[src/rtl/wb_arbiter.sv]
// wb_arbiter: shares the register-file write port between ALU results and load returns.
// Ports: clk, rst_n (async active-low); alu_valid/alu_ready/alu_rd/alu_data ALU result
// handshake; ld_valid/ld_rd/ld_data load return (always taken); wb_valid/wb_we/wb_sel/
// wb_rd/wb_alu/wb_mem registered writeback stage; fifo_count parked ALU result occupancy.
module wb_arbiter #(
  parameter int DEPTH = 2,
  parameter int XLEN  = 32
) (
  input  logic            clk,
  input  logic            rst_n,
  input  logic            alu_valid,
  output logic            alu_ready,
  input  logic [4:0]      alu_rd,
  input  logic [XLEN-1:0] alu_data,
  input  logic            ld_valid,
  input  logic [4:0]      ld_rd,
  input  logic [XLEN-1:0] ld_data,
  output logic            wb_valid,
  output logic            wb_we,
  output logic            wb_sel,
  output logic [4:0]      wb_rd,
  output logic [XLEN-1:0] wb_alu,
  output logic [XLEN-1:0] wb_mem,
  output logic [3:0]      fifo_count
);
  logic [4:0]      q_rd [8];
  logic [XLEN-1:0] q_d  [8];
  logic [2:0]      wr_ptr, rd_ptr;
  logic            acc, empty, push, pop;
  assign alu_ready = fifo_count < 4'(DEPTH);
  assign acc       = alu_valid && alu_ready;
  assign empty     = fifo_count == 4'd0;
  // A load always takes the slot, so an ALU result is parked whenever it
  // cannot go straight through: a load is present or older results are waiting.
  assign pop       = !ld_valid && !empty;
  assign push      = acc && (ld_valid || !empty);
  always_ff @(posedge clk)
    if (push) begin
      q_rd[wr_ptr] <= alu_rd;
      q_d[wr_ptr]  <= alu_data;
    end
  always_ff @(posedge clk or negedge rst_n)
    if (!rst_n) begin
      wr_ptr     <= '0;
      rd_ptr     <= '0;
      fifo_count <= '0;
      wb_valid   <= 1'b0;
      wb_we      <= 1'b0;
      wb_sel     <= 1'b0;
      wb_rd      <= '0;
      wb_alu     <= '0;
      wb_mem     <= '0;
    end else begin
      if (push) wr_ptr <= (wr_ptr == 3'(DEPTH - 1)) ? 3'd0 : wr_ptr + 3'd1;
      if (pop) rd_ptr <= (rd_ptr == 3'(DEPTH - 1)) ? 3'd0 : rd_ptr + 3'd1;
      fifo_count <= fifo_count + 4'(push) - 4'(pop);
      if (ld_valid) begin
        wb_valid <= 1'b1;
        wb_we    <= ld_rd != 5'd0;
        wb_sel   <= 1'b1;
        wb_rd    <= ld_rd;
        wb_mem   <= ld_data;
      end else if (!empty) begin
        wb_valid <= 1'b1;
        wb_we    <= q_rd[rd_ptr] != 5'd0;
        wb_sel   <= 1'b0;
        wb_rd    <= q_rd[rd_ptr];
        wb_alu   <= q_d[rd_ptr];
      end else if (acc) begin
        wb_valid <= 1'b1;
        wb_we    <= alu_rd != 5'd0;
        wb_sel   <= 1'b0;
        wb_rd    <= alu_rd;
        wb_alu   <= alu_data;
      end else begin
        wb_valid <= 1'b0;
        wb_we    <= 1'b0;
        wb_sel   <= 1'b0;
      end
    end
endmodule

[config.mk]
export PLATFORM = sky130hd
export DESIGN_NAME = wb_arbiter
export DESIGN_NICKNAME = d
export VERILOG_FILES = /design/src/rtl/wb_arbiter.sv
export SDC_FILE = /design/constraint.sdc
export NUM_CORES = 1
export LEC_CHECK = 0
export CORE_MARGIN = 3
export CORE_UTILIZATION = 56
export CTS_CLUSTER_DIAMETER = 80
export DETAILED_ROUTE_END_ITERATION = 8
export GPL_ROUTABILITY_DRIVEN = 0
export PLACE_DENSITY = 0.79
export SETUP_SLACK_MARGIN = 0.05
export SLEW_MARGIN = 20
export SYNTH_ARGS = -nofsm -noshare
export SYNTH_HDL_FRONTEND = slang
export SYNTH_SLANG_ARGS = --single-unit
[constraint.sdc]
create_clock -name clk -period 5.5 [get_ports clk]
set_clock_uncertainty 0.15 [all_clocks]
set_input_delay 1.1 -clock clk [delete_from_list [all_inputs] [get_ports clk]]
set_output_delay 1.1 -clock clk [all_outputs]
set_load 0.05 [all_outputs]
==> results.md, run 1 <==
Synth:
- Synthesis produced a netlist whose cell count is ~710.
- Of the post-synthesis cell area, the dominant cell type holds 0.613.
- The portion of the post-synthesis area used by sequential elements is 0.755.
- After synthesis, the most frequently instantiated cells are 296 x sky130_fd_sc_hd__edfxtp_1, 82 x sky130_fd_sc_hd__dfrtp_1, 72 x sky130_fd_sc_hd__mux4_2.
- The count of warnings emitted by yosys is 0.
- For this run, the leading register cell type out of synthesis is sky130_fd_sc_hd__edfxtp_1.
- The number of flops mapped to enable cells by yosys is approximately 300.
- The flop and latch count out of synthesis is 378.
- The synthesized cell area is 0.0145 mm².
- Dividing the synthesized area by the synthesized cell count gives 20.3 µm².
- The fraction of registers with async set or reset after synthesis is 0.217.
- Of all cell types, the one taking the most synthesized area is sky130_fd_sc_hd__edfxtp_1.
- The most numerous cell in the Yosys netlist is sky130_fd_sc_hd__edfxtp_1.
- When the netlist entered floorplanning its net count stood at 798.
- The number of distinct library cells after synthesis is 43.
- Ranked by total cell area, the synthesized netlist is headed by sky130_fd_sc_hd__edfxtp_1 61%, sky130_fd_sc_hd__dfrtp_1 14%, sky130_fd_sc_hd__mux4_2 11%.

Worst setup path:
- STA puts the critical path data required time at 4250 ps.
- Of all nets on the critical path, the largest fanout is 3.
- The worst setup path is launched from a flop.
- In this run the critical register-to-register path is launched from rd_ptr[0].
- The count of cells along the worst register-to-register path is 4.
- The critical path is of the flop to output pin type.
- The endpoint arrival time on the critical path is 2310 ps.
- STA classifies the critical path endpoint as an output pin.
- The setup check on the worst reg-to-reg path leaves a slack of 2560 ps.
- In this run the critical register-to-register path is captured at wb_alu[23].

Placement:
- The post-detailed-placement half-perimeter wirelength is 17900 µm.
- The count of port buffers added during placement is 154.

Die:
- 155 I/O pins were placed.
- The starting utilization of the core area is 0.572.
- The die outline width is roughly 170 µm.
- From bottom edge to top edge, the die measures 167 µm.
- The floorplan has between 50 and 60 rows.
- In this run the standard cell core region covers 0.0253 mm².
- The total die area is 0.0279 mm².

Clock network:
- The count of instances resized after the clock tree is built is 0.
- The CTS H-tree depth is 2.
- The library cell used as clock root buffer is sky130_fd_sc_hd__clkbuf_16.
- Buffers inserted during clock tree synthesis total 37.
- The number of setup buffers added after CTS is 0.
- The CTS tree is yes.
- The buffer depth of the longest clock path is 3.
- The clock net in this run drives a total of 378 sinks.
- After clock tree synthesis, the flow added hold-fix buffers numbering 0.
- The clock insertion delay at the later pin of the skew report is approximately 520 ps.
- The clock-pin slew on the worst setup and hold paths is 60 ps.

Global routing:
- The number of antenna violations at the first check in global routing is 1.
- For this run, the total global-route usage over all layers was measured as 0.224.
- The first global-routing pass estimated 47700 µm of wire.
- The via count of the first global-routing pass is 7965.
- The remaining global-route overflow is 0.
- Entering global routing, the biggest net connects 58 pins.

Power:
- The net switching power is roughly 2.2 mW.
- The internal power summed over all cells is 5.39 mW.
- The share of total power dissipated in sequential elements is 0.457.
- VDD sags by at most 0.342 mV.
- For this design the static power due to leakage is 5.88 nW.
- Of the total power, the clock network draws 0.310.
- Of the total power, the share spent switching nets is 0.291.
- The part of the power in combinational logic is 0.233.
- The power density of the placed cells is roughly 430 mW/mm².

Final layout:
- The fraction of final layout cells with drive strength greater than 1 is 0.210.
- Fill cells in the final layout number 1505.
- 0 antenna diodes ended up in the layout.
- For this run, the post-layout net count is 969.
- Measured on the finished design, the core utilization comes to 0.697.
- The area growth from synthesis to layout is 21.8%.

Hold path:
- The source of the worst hold timing path is wb_mem[24].
- For hold timing, the worst endpoint is wb_mem[24].
- The number of instances on the worst hold path is 1.
- In this run the worst hold path is classified as flop to flop.

Detailed routing:
- The post-detailed-route via-to-cell ratio is 6.11.
- The highest layer touched by signal routing is met5.
- Wire segments on met2 add up to roughly 15000 µm in the final route.
- After detailed routing, the wire length on met1 is 12500 µm.
- The wire length on met3 is approximately 2300 µm.
- After detailed routing, the number of remaining DRC violations is 0.
- Across all layers, the routed design uses 7586 vias.
- The final routed wire length divided by cell count is 25.1 µm.
- After the first detailed-routing iteration, the DRC count stood at just over 600.
- Wires add up to 31100 µm.
- The count of nets left with antenna violations once routing finished came out at 0.
- The detailed-router iteration count before antenna repair is 5.

STA:
- The final number of max-transition violations is 0.
- Adding up every negative setup slack in the final design gives 0 ps.
- The final-report setup violation count is 0.
- Headroom to the max-slew limit came out at 0.308.
- The post-route fraction of the period consumed by the critical path is 0.646.
- The number of hold violations in the final report is 0.
- Static timing analysis puts the maximum clock frequency at 0.281 GHz.
- At the pin with the least slew margin, the transition time is 1040 ps.
- Setup repair after global routing left no endpoint under its margin.
- The clock period could shrink to 3560 ps.

Outcome:
- The flow ran to the end, and the final reports show no timing, DRC or antenna violations.

Run:
- The number of maximum-capacitance violations is 0.
==> worst max-delay path by stage <==
stage	start	to	slack, ps	depth (start not counted)
2_1_floorplan	fifo_count[2]	q_d[6][0]	250	6
3_3_place_gp	alu_valid	q_d[3][4]	1630	4
3_5_place_dp	alu_valid	q_d[3][4]	1810	6
4_1_cts	fifo_count[2]	alu_ready	1900	4
5_1_grt	fifo_count[2]	alu_ready	1840	4
6_report	fifo_count[2]	alu_ready	1940	4
==> layout make-up <==
cell class | count | area, µm² | share of cell area
Inverter | 12 | 45.0 | 0.00255
Sequential cell | 378 | 10900 | 0.620
Multi-Input combinational cell | 283 | 3350 | 0.190
Clock inverter | 16 | 133 | 0.00751
Tap cell | 330 | 413 | 0.0234
Timing Repair Buffer | 173 | 1780 | 0.101
Clock buffer | 49 | 981 | 0.0556
==> cells by family (layout without fill, tap and decap cells) <==
| kind of cell | count (synthesis) | in the layout | share of synthesized area |
|---|---|---|---|
| flip-flops | 378 | 378 | 0.755 |
| multiplexers | 146 | 146 | 0.166 |
| AO/OA/AOI/OAI | 88 | 88 | 0.0371 |
| buffers and inverters | 53 | 250 | 0.0194 |
| AND/OR/NAND/NOR | 38 | 38 | 0.0142 |
| adder cells (fa/ha/maj) | 6 | 6 | 0.00570 |
| XOR/XNOR | 5 | 5 | 0.00302 |
==> power groups by stage <==
stage | clock [mW] | combinational (mW) | sequential [mW]
6_report | 2.35 | 1.78 | 3.48
4_1_cts | 2.40 | 1.79 | 3.48
3_5_place_dp | 0 | 1.78 | 3.54
3_3_place_gp | 0 | 1.74 | 3.52
2_1_floorplan | 0 | 0.812 | 3.93
5_1_grt | 2.50 | 1.88 | 3.51
==> sequential cells by signal (all words and copies together) (netlist names) <==
signal / count
wb_we: 1
wb_alu: 32
q_rd: 40
rd_ptr: 3
wb_sel: 1
wb_rd: 5
wb_mem: 32
wr_ptr: 3
fifo_count: 4
wb_valid: 1
q_d: 256
==> critical path: stages, from the launching register on <==
cell and delay [ps]:
sky130_fd_sc_hd__dfrtp_1 380, sky130_fd_sc_hd__inv_1 80, sky130_fd_sc_hd__ha_1 170, sky130_fd_sc_hd__nor2b_1 270, sky130_fd_sc_hd__clkdlybuf4s50_1 880
==> routing by layer <==
layer,GRT usage,up-vias
met5,0,-
met4,0.0746,2
met3,0.0370,55
met2,0.367,379
met1,0.314,3907
li1,-,3243
==> cells in the final DEF (no fill, tap or decap), types with 14 or more instances in the layout <==
cell type and instances:
sky130_fd_sc_hd__buf_4 14, sky130_fd_sc_hd__edfxtp_1 296, sky130_fd_sc_hd__dfrtp_1 79, sky130_fd_sc_hd__o22ai_1 31, sky130_fd_sc_hd__mux4_2 72, sky130_fd_sc_hd__clkbuf_16 37, sky130_fd_sc_hd__clkdlybuf4s50_1 152, sky130_fd_sc_hd__mux2_2 33
sky130_fd_sc_hd__mux2i_1 41, sky130_fd_sc_hd__a21oi_1 34
==> metrics by stage <==
stage | setup slack (ps) | power (mW) | cell area [µm²] | hold slack (ps) | instances
after floorplan | 255 | 4.74 | 14500 | 328 | 714
after global placement | 1630 | 5.27 | 16400 | 336 | 1170
after detailed placement | 1810 | 5.32 | 16500 | 336 | 1175
after CTS | 1900 | 7.67 | 17600 | 360 | 1240
after global routing | 1840 | 7.89 | 17700 | 370 | 1241
final | 1940 | 7.61 | 17700 | 356 | 1241
Note: power is estimated with default switching activity, not from simulation.
==> run 2, diff against run 1 <==
==> constraint.sdc (replaced) <==
create_clock -name clk -period 3.6 [get_ports clk]
set_clock_uncertainty 0.15 [all_clocks]
set_input_delay 0.72 -clock clk [delete_from_list [all_inputs] [get_ports clk]]
set_output_delay 0.72 -clock clk [all_outputs]
set_load 0.05 [all_outputs]
==> run 2 against run 1 <==
  * Combinational power increased by 58%
  * Count of clock-buffer cells in the layout grew 10
  * Die area unchanged
  * Utilization rose by 0.49 points
  * Register-to-register slack worse by 1600 ps
  * Hold slack got worse by 240 ps
  * Global-route usage rose by 0.42 points
  * Critical path depth unchanged
==> results.md, run 2 (synthesis results as in run 1) <==
Outcome:
- Run status: finished clean (unchanged).

STA:
- Unrepaired setup endpoints after global routing: false (unchanged).
- The final-report setup violation count is 0 (unchanged).
- The transition at the pin with the smallest max-transition slack is 738 ps (was 1040 ps).
- The routed design could run at a clock period as short as 3130 ps.
- The total negative setup slack was 0 ps (unchanged).
- Based on the critical path, the design can be clocked at up to 0.319 GHz.
- The post-route fraction of the period consumed by the critical path is 0.871.
- The final number of max-transition violations came to 0 (unchanged).
- The number of hold violations in the final report is 0 (unchanged).
- The normalized max-slew margin is 0.507 (was 0.308).

Power:
- The maximum vdd drop is 0.521 mV (was 0.342 mV).
- The leakage power is 5.96 nW (was 5.88 nW).
- The sequential cell fraction of total power is 0.445 (was 0.457).
- The share of total power in the clock network is 0.317 (was 0.310).
- The switching share of total power came to 0.290 (was 0.291).
- The net switching power was 3.44 mW (was 2.21 mW).
- The part of the power in combinational logic is 0.238 (was 0.233).
- The power consumption is 11.9 mW (was 7.61 mW).
- The internal power summed over all cells is 8.43 mW (was 5.39 mW).
- The power density of the placed cells is 668 mW/mm² (was 431 mW/mm²).

Final layout:
- The number of flip-flops in the largest register came to 256 (unchanged).
- The largest register by flop count is q_d (unchanged).
- The number of nets in the layout is 979 (was 969).
- Top flop regs: q_d: 256 flops, q_rd: 40 flops (unchanged).
- The number of diodes added for antenna fixing is 0 (unchanged).
- Most frequent cells in the layout: 296 x sky130_fd_sc_hd__edfxtp_1, 152 x sky130_fd_sc_hd__clkdlybuf4s50_1, 79 x sky130_fd_sc_hd__dfrtp_1, 72 x sky130_fd_sc_hd__mux4_2, 41 x sky130_fd_sc_hd__mux2i_1 (unchanged).
- The relative area change from synthesis to final layout was 22.6% (was 21.8%).
- The fraction of final layout cells with drive strength greater than 1 is 0.216 (was 0.210).
- The number of fill cells in the layout is 1505 (unchanged).
- The most common cell after layout, fill and taps aside is sky130_fd_sc_hd__edfxtp_1 (unchanged).

Global routing:
- The overall fraction of global-route tracks in use is 0.228 (was 0.224).
- The pin count of the biggest net entering global routing is 48 (was 58).
- The number of antenna violations at the first check in global routing is 1 (unchanged).
- The global-route wire length before repair is 48800 µm (was 47700 µm).
- The via count of the first global-routing pass is 8309 (was 7965).
- The remaining global-route overflow came to 0 (unchanged).

Worst setup path:
- The required time at the endpoint of the critical path is 2730 ps (was 4250 ps).
- The element type at the critical path end is an output pin (unchanged).
- The maximum single-stage delay on the critical path was 880 ps (about the same).
- The kind of cell adding the most delay to the critical path is buffers and inverters (unchanged).
- The critical path class is flop to output pin (unchanged).
- The number of buffers and inverters on the critical path was 2 (unchanged).
- The endpoint arrival time on the critical path is 2260 ps (was 2310 ps).
- The sort of element at the start of the critical path is a flop (unchanged).
- The maximum net fanout on the critical path is 3 (unchanged).
- The worst-path cell with the longest stage delay is sky130_fd_sc_hd__clkdlybuf4s50_1 (unchanged).
- Crit-path cells: inv_1, ha_1, nor2b_2, clkdlybuf4s50_1 (was inv_1, ha_1, nor2b_1, clkdlybuf4s50_1).

Die:
- The starting utilization of the core area is 0.572 (unchanged).
- The number of rows in the core area is 58 (unchanged).
- The total core area is 0.0253 mm² (unchanged).
- The total die area is 0.0279 mm² (unchanged).
- The die outline width is 167 µm (unchanged).
- The number of ports placed on the die boundary came to 155 (unchanged).
- The die boundary height is 167 µm (unchanged).

Clock network:
- The number of setup buffers added after CTS was 0 (unchanged).
- The number of clock buffers inserted by TritonCTS is 38 (was 37).
- The clock-pin slew on the worst setup and hold paths is 60 ps (about the same).
- The buffer depth of the longest clock path is 3 (unchanged).
- The CTS sink count is 378 (unchanged).
- The count of instances resized after the clock tree is built was 0 (unchanged).
- The CTS H-tree depth came to 2 (unchanged).
- The library cell used as clock root buffer is sky130_fd_sc_hd__clkbuf_16 (unchanged).
- The quantity of hold-fixing buffers added after cts came to 0 (unchanged).
- The clock insertion delay at the later pin of the skew report is 510 ps (was 520 ps).
- The CTS tree is yes (unchanged).

Detailed routing:
- The detailed-router iteration count before antenna repair is 7 (was 5).
- The total wire length after detailed routing is 31700 µm (was 31100 µm).
- The overall via count from detail_route is 7652 (was 7586).
- The post-detailed-route DRC marker count is 0 (unchanged).
- The final routed wire length divided by cell count is 25.3 µm (was 25.1 µm).
- The DRC violation total after the first TritonRoute iteration is 625 (was 611).
- The number of routed nets with antenna violations came to 0 (unchanged).
- The post-detailed-route via-to-cell ratio is 6.10 (was 6.11).

Run:
- The number of maximum-capacitance violations is 0 (unchanged).

Hold path:
- The path type of the worst min-delay path is input pin to asynchronous set/reset pin (was flop to flop).

Placement:
- The post-detailed-placement half-perimeter wirelength is 18900 µm (was 17900 µm).
- The count of port buffers added during placement was 154 (unchanged).
[run 2: changes by cell type in the layout (fill, tap and decap cells not counted), moves of 2 or more]
cell and change:
sky130_fd_sc_hd__clkbuf_16 +2, sky130_fd_sc_hd__clkinvlp_4 -2, sky130_fd_sc_hd__clkinv_2 -6, sky130_fd_sc_hd__nor3_2 -3
sky130_fd_sc_hd__inv_6 +2, sky130_fd_sc_hd__buf_16 -4, sky130_fd_sc_hd__buf_4 +10, sky130_fd_sc_hd__clkbuf_8 +2
sky130_fd_sc_hd__clkbuf_1 +6, sky130_fd_sc_hd__nor3_4 +3, sky130_fd_sc_hd__buf_12 +3
[run 2: worst reg2reg max path: stages, from the launching register on]
cell and delay (ps):
sky130_fd_sc_hd__dfrtp_1 380, sky130_fd_sc_hd__inv_1 90, sky130_fd_sc_hd__ha_1 180, sky130_fd_sc_hd__nor2b_2 240
sky130_fd_sc_hd__o211a_1 230, sky130_fd_sc_hd__inv_1 80, sky130_fd_sc_hd__ha_1 290, sky130_fd_sc_hd__inv_1 60
sky130_fd_sc_hd__ha_1 150, sky130_fd_sc_hd__inv_1 70, sky130_fd_sc_hd__fa_1 520, sky130_fd_sc_hd__inv_1 50
[run 2: area by class of cell]
type / count / area (µm²) / share of cell area
clock inverters: 10 / 110 / 0.00619
repair buffers: 182 / 1810 / 0.102
well taps: 330 / 413 / 0.0232
flip-flops and latches: 378 / 10900 / 0.616
inverters: 12 / 45.0 / 0.00253
clock buffers: 59 / 1080 / 0.0608
multi-input cells: 283 / 3370 / 0.190
[run 2: power by group through the flow]
| stage | Clock, mW | Combinational [mW] | Sequential (mW) |
|---|---|---|---|
| global placement | 0 | 2.76 | 5.35 |
| detailed placement | 0 | 2.82 | 5.37 |
| global route | 4.00 | 2.98 | 5.33 |
| finish | 3.77 | 2.82 | 5.29 |
| floorplan | 0 | 1.25 | 6.00 |
| CTS | 3.82 | 2.85 | 5.29 |
[run 2: metrics by stage]
stage          instances  utilization  setup WS [ps]  hold slack [ps]  cell area [µm²]
2_1_floorplan        714            -            130              274            14600
3_3_place_gp        1185        0.655            483              338            16600
3_5_place_dp        1185        0.655            459              345            16600
4_1_cts             1254        0.702            442              133            17800
5_1_grt             1254        0.702            380              156            17800
6_report            1254        0.702            465              116            17800
[run 2: per-layer routing]
layer  vias to the layer above  share of wire  global-route usage
met5                         -        0.00041                   0
met4                         2          0.023              0.0696
li1                       3268              -                   -
met3                        58          0.072              0.0396
met2                       375           0.50               0.382
met1                      3949           0.40               0.314
[run 2: path summary, 6_finish.rpt]
check	start	end	slack, ps	cells after the start
worst min register to register	wb_mem[22]	wb_mem[22]	350	1
worst max register to register	fifo_count[2]	fifo_count[1]	1010	11
min in group clk	wb_mem[22]	wb_mem[22]	350	1
max in group asynchronous	rst_n	wb_mem[21]	2520	2
worst min-delay path	rst_n	wb_mem[20]	120	1
worst max-delay path	fifo_count[2]	alu_ready	470	4
==> run 3, diff against run 2 <==
--- a/config.mk
+++ b/config.mk
@@ -6,11 +6,11 @@
 export NUM_CORES = 1
 export LEC_CHECK = 0
 export CORE_MARGIN = 3
-export CORE_UTILIZATION = 56
+export CORE_UTILIZATION = 55
 export CTS_CLUSTER_DIAMETER = 80
 export DETAILED_ROUTE_END_ITERATION = 8
 export GPL_ROUTABILITY_DRIVEN = 0
-export PLACE_DENSITY = 0.79
+export PLACE_DENSITY = 0.78
 export SETUP_SLACK_MARGIN = 0.05
 export SLEW_MARGIN = 20
 export SYNTH_ARGS = -nofsm -noshare
==> run 3 against run 2 <==
  * Clock power grew 9.8%
  * Sequential power shrank 0.9%
  * Setup slack got worse by 7.3 ps
  * Global-route usage shrank 0.23 points
  * Sequential share of layout area down 0.38 points
  * Critical path type unchanged
==> results.md, run 3 (synthesis results as in run 1) <==
Detailed routing:
- The number of routed nets with antenna violations came to 0 (unchanged).
- The detailed-router iteration count before antenna repair is 5 (was 7).
- The overall via count from detail_route is 7572 (was 7652).
- The final routed wire length divided by cell count came to 25.0 µm (was 25.3 µm).
- The post-detailed-route via-to-cell ratio is 6.03 (was 6.10).
- The DRC violation total after the first TritonRoute iteration is 696 (was 625).
- The post-detailed-route DRC marker count came to 0 (unchanged).
- The total wire length after detailed routing is 31400 µm (was 31700 µm).

STA:
- Unrepaired setup endpoints after global routing: false (unchanged).
- The final number of max-transition violations is 0 (unchanged).
- The transition at the pin with the smallest max-transition slack is 763 ps (was 738 ps).
- The number of hold violations in the final report is 0 (unchanged).
- The final-report setup violation count is 0 (unchanged).
- The normalized max-slew margin came to 0.491 (was 0.507).
- The post-route fraction of the period consumed by the critical path is 0.873 (was 0.871).
- The total negative setup slack came to 0 ps (unchanged).
- The tightest hold margin is 107 ps (was 116 ps).
- The maximum operating frequency came to 0.318 GHz (was 0.319 GHz).
- The final critical path time including I/O delays and setup is 3140 ps (was 3130 ps).

Worst setup path:
- The element type at the critical path end was an output pin (unchanged).
- The endpoint arrival time on the critical path is 2270 ps (was 2260 ps).
- The required time at the endpoint of the critical path is 2730 ps (about the same).
- The maximum net fanout on the critical path came to 3 (unchanged).
- The sort of element at the start of the critical path is a flop (unchanged).
- The critical path class is flop to output pin (unchanged).

Final layout:
- The number of nets in the layout is 980 (was 979).
- The relative area change from synthesis to final layout was 23.4% (was 22.6%).
- The fraction of final layout cells with drive strength greater than 1 is 0.226 (was 0.216).
- Top flop regs: q_d: 256 flops, q_rd: 40 flops (unchanged).
- Most frequent cells in the layout: 296 x sky130_fd_sc_hd__edfxtp_1, 152 x sky130_fd_sc_hd__clkdlybuf4s50_1, 79 x sky130_fd_sc_hd__dfrtp_1, 72 x sky130_fd_sc_hd__mux4_2, 41 x sky130_fd_sc_hd__mux2i_1 (unchanged).
- The most common cell after layout, fill and taps aside is sky130_fd_sc_hd__edfxtp_1 (unchanged).
- The number of flip-flops in the largest register was 256 (unchanged).
- The number of fill cells in the layout came to 1533 (was 1505).
- The largest register by flop count is q_d (unchanged).
- The number of diodes added for antenna fixing was 0 (unchanged).

Power:
- The net switching power is 3.45 mW (was 3.44 mW).
- The maximum vdd drop is 0.540 mV (was 0.521 mV).
- The leakage power is 6.02 nW (was 5.96 nW).
- The internal power summed over all cells was 8.77 mW (was 8.43 mW).
- The part of the power in combinational logic is 0.232 (was 0.238).
- The share of total power in the clock network was 0.339 (was 0.317).
- The switching share of total power is 0.282 (was 0.290).
- The sequential cell fraction of total power came to 0.429 (was 0.445).
- The power density of the placed cells is 683 mW/mm² (was 668 mW/mm²).

Die:
- The starting utilization of the core area came to 0.567 (was 0.572).
- The number of rows in the core area is 58 (unchanged).
- The die boundary height is 168 µm (was 167 µm).
- The total core area is 0.0255 mm² (was 0.0253 mm²).
- The number of ports placed on the die boundary is 155 (unchanged).
- The total die area is 0.0283 mm² (was 0.0279 mm²).
- The die outline width is 168 µm (was 167 µm).

Global routing:
- The via count of the first global-routing pass is 8267 (was 8309).
- The remaining global-route overflow is 0 (unchanged).
- The number of antenna violations at the first check in global routing is 0 (was 1).
- The overall fraction of global-route tracks in use was 0.226 (was 0.228).
- The global-route wire length before repair is 48800 µm (unchanged).
- The pin count of the biggest net entering global routing is 53 (was 48).

Clock network:
- The CTS H-tree depth is 2 (unchanged).
- The quantity of hold-fixing buffers added after cts is 0 (unchanged).
- The buffer depth of the longest clock path is 3 (unchanged).
- The CTS tree is yes (unchanged).
- The library cell used as clock root buffer is sky130_fd_sc_hd__clkbuf_16 (unchanged).
- The CTS sink count is 378 (unchanged).
- The clock insertion delay at the later pin of the skew report is 520 ps (was 510 ps).
- The number of setup buffers added after CTS was 0 (unchanged).
- The clock-pin slew on the worst setup and hold paths is 60 ps (about the same).
- The count of instances resized after the clock tree is built was 0 (unchanged).
- The number of clock buffers inserted by TritonCTS is 38 (unchanged).

Placement:
- The post-detailed-placement half-perimeter wirelength is 18300 µm (was 18900 µm).
- The count of port buffers added during placement is 154 (unchanged).

Run:
- The number of maximum-capacitance violations is 0 (unchanged).

Outcome:
- Run status: finished clean (unchanged).

Hold path:
- The path type of the worst min-delay path is input pin to asynchronous set/reset pin (unchanged).
run 3: worst paths after layout:
path / from / endpoint / slack [ps] / depth (start not counted)
setup reg to reg: fifo_count[2] / fifo_count[2] / 1070 / 11
setup / recovery: fifo_count[2] / alu_ready / 460 / 4
hold reg to reg: wb_mem[23] / wb_mem[23] / 350 / 1
min in group clk: wb_mem[23] / wb_mem[23] / 350 / 1
hold / removal: rst_n / wb_mem[28] / 110 / 1
max in group asynchronous: rst_n / wb_mem[6] / 2430 / 2
run 3: area by class of cell:
class / instances / area [µm²] / area share
Sequential cell: 378 / 10900 / 0.612
Multi-Input combinational cell: 283 / 3370 / 0.188
Timing Repair Buffer: 183 / 1780 / 0.0993
Clock buffer: 43 / 1000 / 0.0560
Tap cell: 330 / 413 / 0.0231
Clock inverter: 26 / 330 / 0.0185
Inverter: 12 / 45.0 / 0.00252
run 3: worst max-delay path: stages (launching register included):
cell	delay, ps
sky130_fd_sc_hd__dfrtp_1	380
sky130_fd_sc_hd__inv_1	100
sky130_fd_sc_hd__ha_1	190
sky130_fd_sc_hd__nor2b_2	220
sky130_fd_sc_hd__clkdlybuf4s50_1	870
run 3: power by group through the flow:
stage                     registers, mW  logic [mW]  clock network, mW
after detailed placement           5.33        2.85                  0
after global placement             5.31        2.79                  0
after floorplan                    6.00        1.25                  0
after global routing               5.29        3.00               4.38
final                              5.24        2.84               4.14
after CTS                          5.25        2.87               4.22
run 3: through the flow:
| stage | cells | worst slack (ps) | power, mW | util | instance area, µm² |
|---|---|---|---|---|---|
| floorplan | 714 | 130 | 7.25 | - | 14600 |
| global placement | 1186 | 700 | 8.10 | 0.648 | 16600 |
| detailed placement | 1186 | 680 | 8.17 | 0.648 | 16600 |
| CTS | 1255 | 437 | 12.3 | 0.700 | 17900 |
| global route | 1255 | 385 | 12.7 | 0.700 | 17900 |
| finish | 1255 | 458 | 12.2 | 0.700 | 17900 |
run 3: routing by layer:
layer	vias to the layer above	wire length [µm]	GRT usage
li1	3266	-	-
met2	334	15900	0.377
met3	54	2080	0.0427
met5	-	0	0
met1	3918	12700	0.307
met4	0	723	0.0726
